File: src/rtl/mul_add_pipe.sv
// Pipelined unsigned multiply-add / accumulate unit.
// Product and sideband travel STAGES deep, then a single result stage updates F/acc/ovf.
module mul_add_pipe #(
    parameter int W      = 8,
    parameter int STAGES = 2,
    parameter int G      = 4,
    localparam int OW    = 2*W + G
) (
    input  logic          clk,
    input  logic          rst,
    input  logic          ce,
    input  logic          in_valid,
    input  logic [W-1:0]  a,
    input  logic [W-1:0]  b,
    input  logic [W-1:0]  c,
    input  logic          mode,
    input  logic          clr,
    output logic [OW-1:0] F,
    output logic          out_valid,
    output logic          ovf
);

    logic [STAGES:1][2*W-1:0] r_p;
    logic [STAGES:1][W-1:0]   r_c;
    logic [STAGES:1]          r_mode;
    logic [STAGES:1]          r_clr;
    logic [STAGES:1]          r_vld_pipe;
    logic [OW-1:0]            r_acc;

    logic [2*W-1:0]           w_prod;
    logic [OW-1:0]            w_pz;
    logic [OW-1:0]            w_cz;
    logic [OW:0]              w_sum;

    assign w_prod = (2*W)'(a) * (2*W)'(b);
    assign w_pz   = OW'(r_p[STAGES]);
    assign w_cz   = OW'(r_c[STAGES]);
    // One extra bit catches the carry out of the accumulator for ovf.
    assign w_sum  = {1'b0, r_acc} + {1'b0, w_pz};

    // Data pipeline needs no reset: only the valid bits qualify it.
    always_ff @(posedge clk) begin
        if (ce) begin
            r_p[1]    <= w_prod;
            r_c[1]    <= c;
            r_mode[1] <= mode;
            r_clr[1]  <= clr;
            for (int s = 2; s <= STAGES; s++) begin
                r_p[s]    <= r_p[s-1];
                r_c[s]    <= r_c[s-1];
                r_mode[s] <= r_mode[s-1];
                r_clr[s]  <= r_clr[s-1];
            end
        end
    end

    always_ff @(posedge clk) begin
        if (rst) begin
            r_vld_pipe <= '0;
        end else if (ce) begin
            r_vld_pipe[1] <= in_valid;
            for (int s = 2; s <= STAGES; s++)
                r_vld_pipe[s] <= r_vld_pipe[s-1];
        end
    end

    always_ff @(posedge clk) begin
        if (rst) begin
            F         <= '0;
            r_acc     <= '0;
            ovf       <= 1'b0;
            out_valid <= 1'b0;
        end else if (ce) begin
            out_valid <= r_vld_pipe[STAGES];
            if (r_vld_pipe[STAGES]) begin
                if (!r_mode[STAGES]) begin
                    F <= w_pz + w_cz;
                end else if (r_clr[STAGES]) begin
                    r_acc <= w_pz;
                    ovf   <= 1'b0;
                    F     <= w_pz;
                end else begin
                    r_acc <= w_sum[OW-1:0];
                    ovf   <= ovf | w_sum[OW];
                    F     <= w_sum[OW-1:0];
                end
            end
        end
    end

endmodule

File: config.mk
export PLATFORM = sky130hd
export DESIGN_NAME = mul_add_pipe
export DESIGN_NICKNAME = d
export VERILOG_FILES = /design/src/rtl/mul_add_pipe.sv
export SDC_FILE = /design/constraint.sdc
export NUM_CORES = 1
export LEC_CHECK = 0
export BUFFER_PORTS_ARGS = -buffer_cell sky130_fd_sc_hd__buf_4
export CELL_PAD_IN_SITES_DETAIL_PLACEMENT = 0
export CELL_PAD_IN_SITES_GLOBAL_PLACEMENT = 2
export CORE_MARGIN = 2
export CORE_UTILIZATION = 26
export DETAILED_ROUTE_END_ITERATION = 10
export GPL_TIMING_DRIVEN = 0
export PLACE_DENSITY = 0.56
export SLEW_MARGIN = 20
export SYNTH_ARGS = -nofsm -noshare
export SYNTH_HDL_FRONTEND = slang
export SYNTH_SLANG_ARGS = --single-unit
File: constraint.sdc
create_clock -name clk -period 8.8 [get_ports clk]
set_input_delay 0 -clock clk [delete_from_list [all_inputs] [get_ports clk]]
set_output_delay 0 -clock clk [all_outputs]
set_load 0.03 [all_outputs]
# == Word level (Yosys, flattened, before mapping) ==
# Index checks and enable logic that the tools add are counted.
# word_totals
inputBits,30
output_inout_bits,22
elab_cells,20
register_bits,96
# classes
addsub,2
mux,3
n_reduce_logical,2
n_bitwise,1
n_mul,1
# ops
op,count
20-bit two-way mux,2
20-bit by 16-bit adder with 21-bit output,1
16-bit by 8-bit adder with 17-bit output,1
8-bit by 8-bit multiplier with 16-bit output,1
3-bit AND reduction,1
2-bit AND reduction,1
1-bit two-way mux,1
1-bit OR,1

# == Logic depth before layout (Yosys ltp) ==
# logic_depth
ltp_word,3
depth_mapped,16
depth_no_buf,16

# == Least setup slack after synthesis ==
# Ideal clock, no wire load.
# synth_path
kind,input to register
from,input b[4]
to,"register r_p[15] (netlist bit), data pin"
cell_stages,14
required_time_ps,8545
arrival_ps,3672
setup_slack_ps,4873
setup_time_ps,255
n_path_buf,0
cell_sequence,and2_1 > fa_1 > fa_1 > inv_1 > fa_1 > fa_1 > inv_1 > ha_1 > o21ai_0 > a21boi_0 > o21ai_0 > a31oi_1 > or4_1 > and3_1
# synth_between
elab_chain_len,1
# synth_rtl
item,line_no,source
"start, declared",14,"input logic [W-1:0] b,"
8-bit by 8-bit multiplier with 16-bit output,35,assign w_prod = (2*W)'(a) * (2*W)'(b);
net w_prod[15],30,logic [2*W-1:0] w_prod;
"end signal, assigned by index",49,r_p[s] <= r_p[s-1];
"end, declared",23,logic [STAGES:1][2*W-1:0] r_p;
# The timed path passes the listed nets, and every way through them passes these cells.
# A chain may end at the register's enable or synchronous reset.

# == Worst setup path after layout ==
# layout_path
from,input b[4]
to,"register r_p[14] (netlist bit), data pin"
# The elaborated chain is that of the path after synthesis.

==> impl_metrics.env <==
export IMPL_status="complete, no violations"
export IMPL_total_power_uw=1540
export IMPL_regToRegSetupSlack_ps=5850
export IMPL_leakagePower_uw=0.00338
export IMPL_final_setup_skew_ps=12.2
export IMPL_ys_warn_count=0
export IMPL_hold_viol_final=0
export IMPL_slew_viol_final=0
export IMPL_hpwl_um=13700
export IMPL_drt_wl_total_um=17500
export IMPL_die_x_um=166
export IMPL_hp_class="input port to flip-flop"
export IMPL_crit_arrival_ps=4270
export IMPL_grt_max_degree=59
export IMPL_cts_buffer_depth=2
export IMPL_fmax_mhz=241
export IMPL_drv_cap=0
export IMPL_setup_viol=0
export IMPL_ys_seq_elements=96
export IMPL_syn_inst=698
export IMPL_gp_congestion=0.893
export IMPL_min_period_ps=4160
export IMPL_num_vias=5174
export IMPL_rsz0062_at_grt="false"
export IMPL_syn_to_final_growth_pct=18.3
export IMPL_htree_levels=3
export IMPL_numCtsBuffers=9
export IMPL_initial_core_util=0.263
export IMPL_post_dp_cell_area_um2=7610
export IMPL_nets=900
export IMPL_synth_top_area_share=0.229
export IMPL_end_kind="flip-flop"
export IMPL_synth_top_cell_by_area="edfxtp_1"
export IMPL_synthesis_nets=826
export IMPL_synth_avg_cell_area_um2=9.75
export IMPL_nFillCells=2705
export IMPL_antenna_found_initial=0
export IMPL_rows=59
export IMPL_drc=0
export IMPL_clockRootBuffer="clkbuf_16"
export IMPL_wl_per_cell_um=15.7
export IMPL_multi_input_area_um2=4040
export IMPL_diodes=0
export IMPL_grt_pass1_wl_um=28500
export IMPL_io_pins=52
export IMPL_worstPathMaxFanout=8
export IMPL_fin_tns_setup_ps=0
export IMPL_avgViaCountPerCell=4.65
export IMPL_ir_worst_vdd_mv=0.0770
export IMPL_synth_most_common_cell="inv_1"
export IMPL_yosys_top_cells_area="edfxtp_1 (23%), dfxtp_1 (13%), fa_1 (11%)"
export IMPL_holdWs_ps=24.1
export IMPL_ctsResizeCount=0
export IMPL_worst_slew_pin_slew_ps=999
export IMPL_drive_gt1_frac=0.111
export IMPL_dieArea_um2=27500
export IMPL_worstPathRequired_ps=8910
export IMPL_io_buffers=51
export IMPL_timing_slew_headroom=0.332
export IMPL_async_flop_share=0
export IMPL_synth_ff_type="edfxtp_1"
export IMPL_p_per_area_nw_per_um2=192
export IMPL_grt_usage=0.131
export IMPL_grt_pass1_vias=5364
export IMPL_synth_distinct_cells=67
export IMPL_core_um2=25900
export IMPL_critPathLaunchType="input port"
export IMPL_cts_clk_slew_worst_paths_ps=80
export IMPL_cts_sinks=96
export IMPL_antenna_left=0
export IMPL_cts_tree="done"
export IMPL_yosysSeqAreaShare=0.359
export IMPL_worstSetupPathType="input port to flip-flop"
export IMPL_fin_area_um2=8050
export IMPL_synth_edff_count=52
export IMPL_fin_crit_sh=0.472
export IMPL_ff_latch_area_um2=2440
export IMPL_first_pass_iters=4
export IMPL_die_height_um=166
export IMPL_netlist_area_um2=6810
export IMPL_clkLatencyLatePin_ps=360
export IMPL_synth_common_cells="inv_1 (69), ha_1 (60), nand2_1 (57)"
export IMPL_overflow=0
export IMPL_drtIter0Drc=212
## through the flow
step	cells	setup WS (ps)	utilization
CTS	1112	4670	0.311
finish	1112	4640	0.311
global route	1112	4340	0.311
global placement	1084	4290	0.294
floorplan	698	4870	-
detailed placement	1084	4290	0.294
## layout by cell type (no fill, tap or decap), drive strengths merged, types with 8 or more instances in the layout
cell / netlist / final
o21ai: 34 / 34
xnor2: 23 / 23
nand2: 57 / 57
buf: 1 / 52
edfxtp: 52 / 52
o21a: 9 / 9
nand3: 10 / 10
clkbuf: 16 / 25
dfxtp: 44 / 44
a31oi: 9 / 9
fa: 38 / 38
dlygate4sd3: 0 / 12
a211oi: 12 / 12
a21o: 8 / 8
xor2: 8 / 8
nor2: 51 / 51
ha: 60 / 60
and2: 51 / 51
a22oi: 8 / 8
a21oi: 46 / 46
nor3: 19 / 19
inv: 69 / 73
## what timing repair did
item                                   4_1_cts  5_1_grt
hold buffers                                12        0
setup buffers                                0        0
endpoints found under the hold margin       13        0
## registers in the layout (all words and copies together) (netlist names)
register,flops
r_p,32
r_mode,2
ovf,1
F,20
r_acc,20
r_vld_pipe,2
r_clr,2
r_c,16
out_valid,1
## where the power goes
part	internal, uW	switching, uW	total, uW
logic	234	306	541
clock network	209	205	414
registers	555	33.8	589
## final cells by class
cell class	instances	share of cell area
well taps	335	0.0521
multi-input cells	516	0.502
inverters	69	0.0322
repair buffers	63	0.0625
clock buffers	9	0.0280
plain buffers	17	0.00792
flip-flops and latches	96	0.303
clock inverters	7	0.0123
## per-layer routing
layer	vias up	wire, um	track usage
li1	2596	-	-
met3	21	528	0.0184
met4	0	287	0.0461
met2	84	8430	0.220
met5	-	0	0
met1	2473	8210	0.172
## cell families (layout without fill, tap and decap cells)
family,after synthesis,count (layout),share of synthesized area
fa+ha+maj,98,98,0.222
mux,7,7,0.0105
flops,96,96,0.359
compound gates,154,154,0.154
xor+xnor,31,31,0.0399
simple gates,226,226,0.168
buf+inv,86,165,0.0474
## final timing paths
| kind | start | endpoint | depth (start not counted) |
|---|---|---|---|
| max | b[4] | r_p[14] | 15 |
| min | b[0] | r_p[0] | 2 |
| max reg2reg | r_p[16] | r_acc[18] | 10 |
| min reg2reg | r_p[9] | r_p[25] | 0 |
## critical path: stages
cell and delay (ps):
buf_4 140, and2_1 170, fa_1 450, fa_1 540, inv_1 50, fa_1 460
fa_1 540, inv_1 40, ha_1 320, inv_1 60, o21ai_0 120, a2111oi_0 850
o41ai_1 220, a21oi_1 220, xnor2_1 80
(Power assumes the default switching activity.)
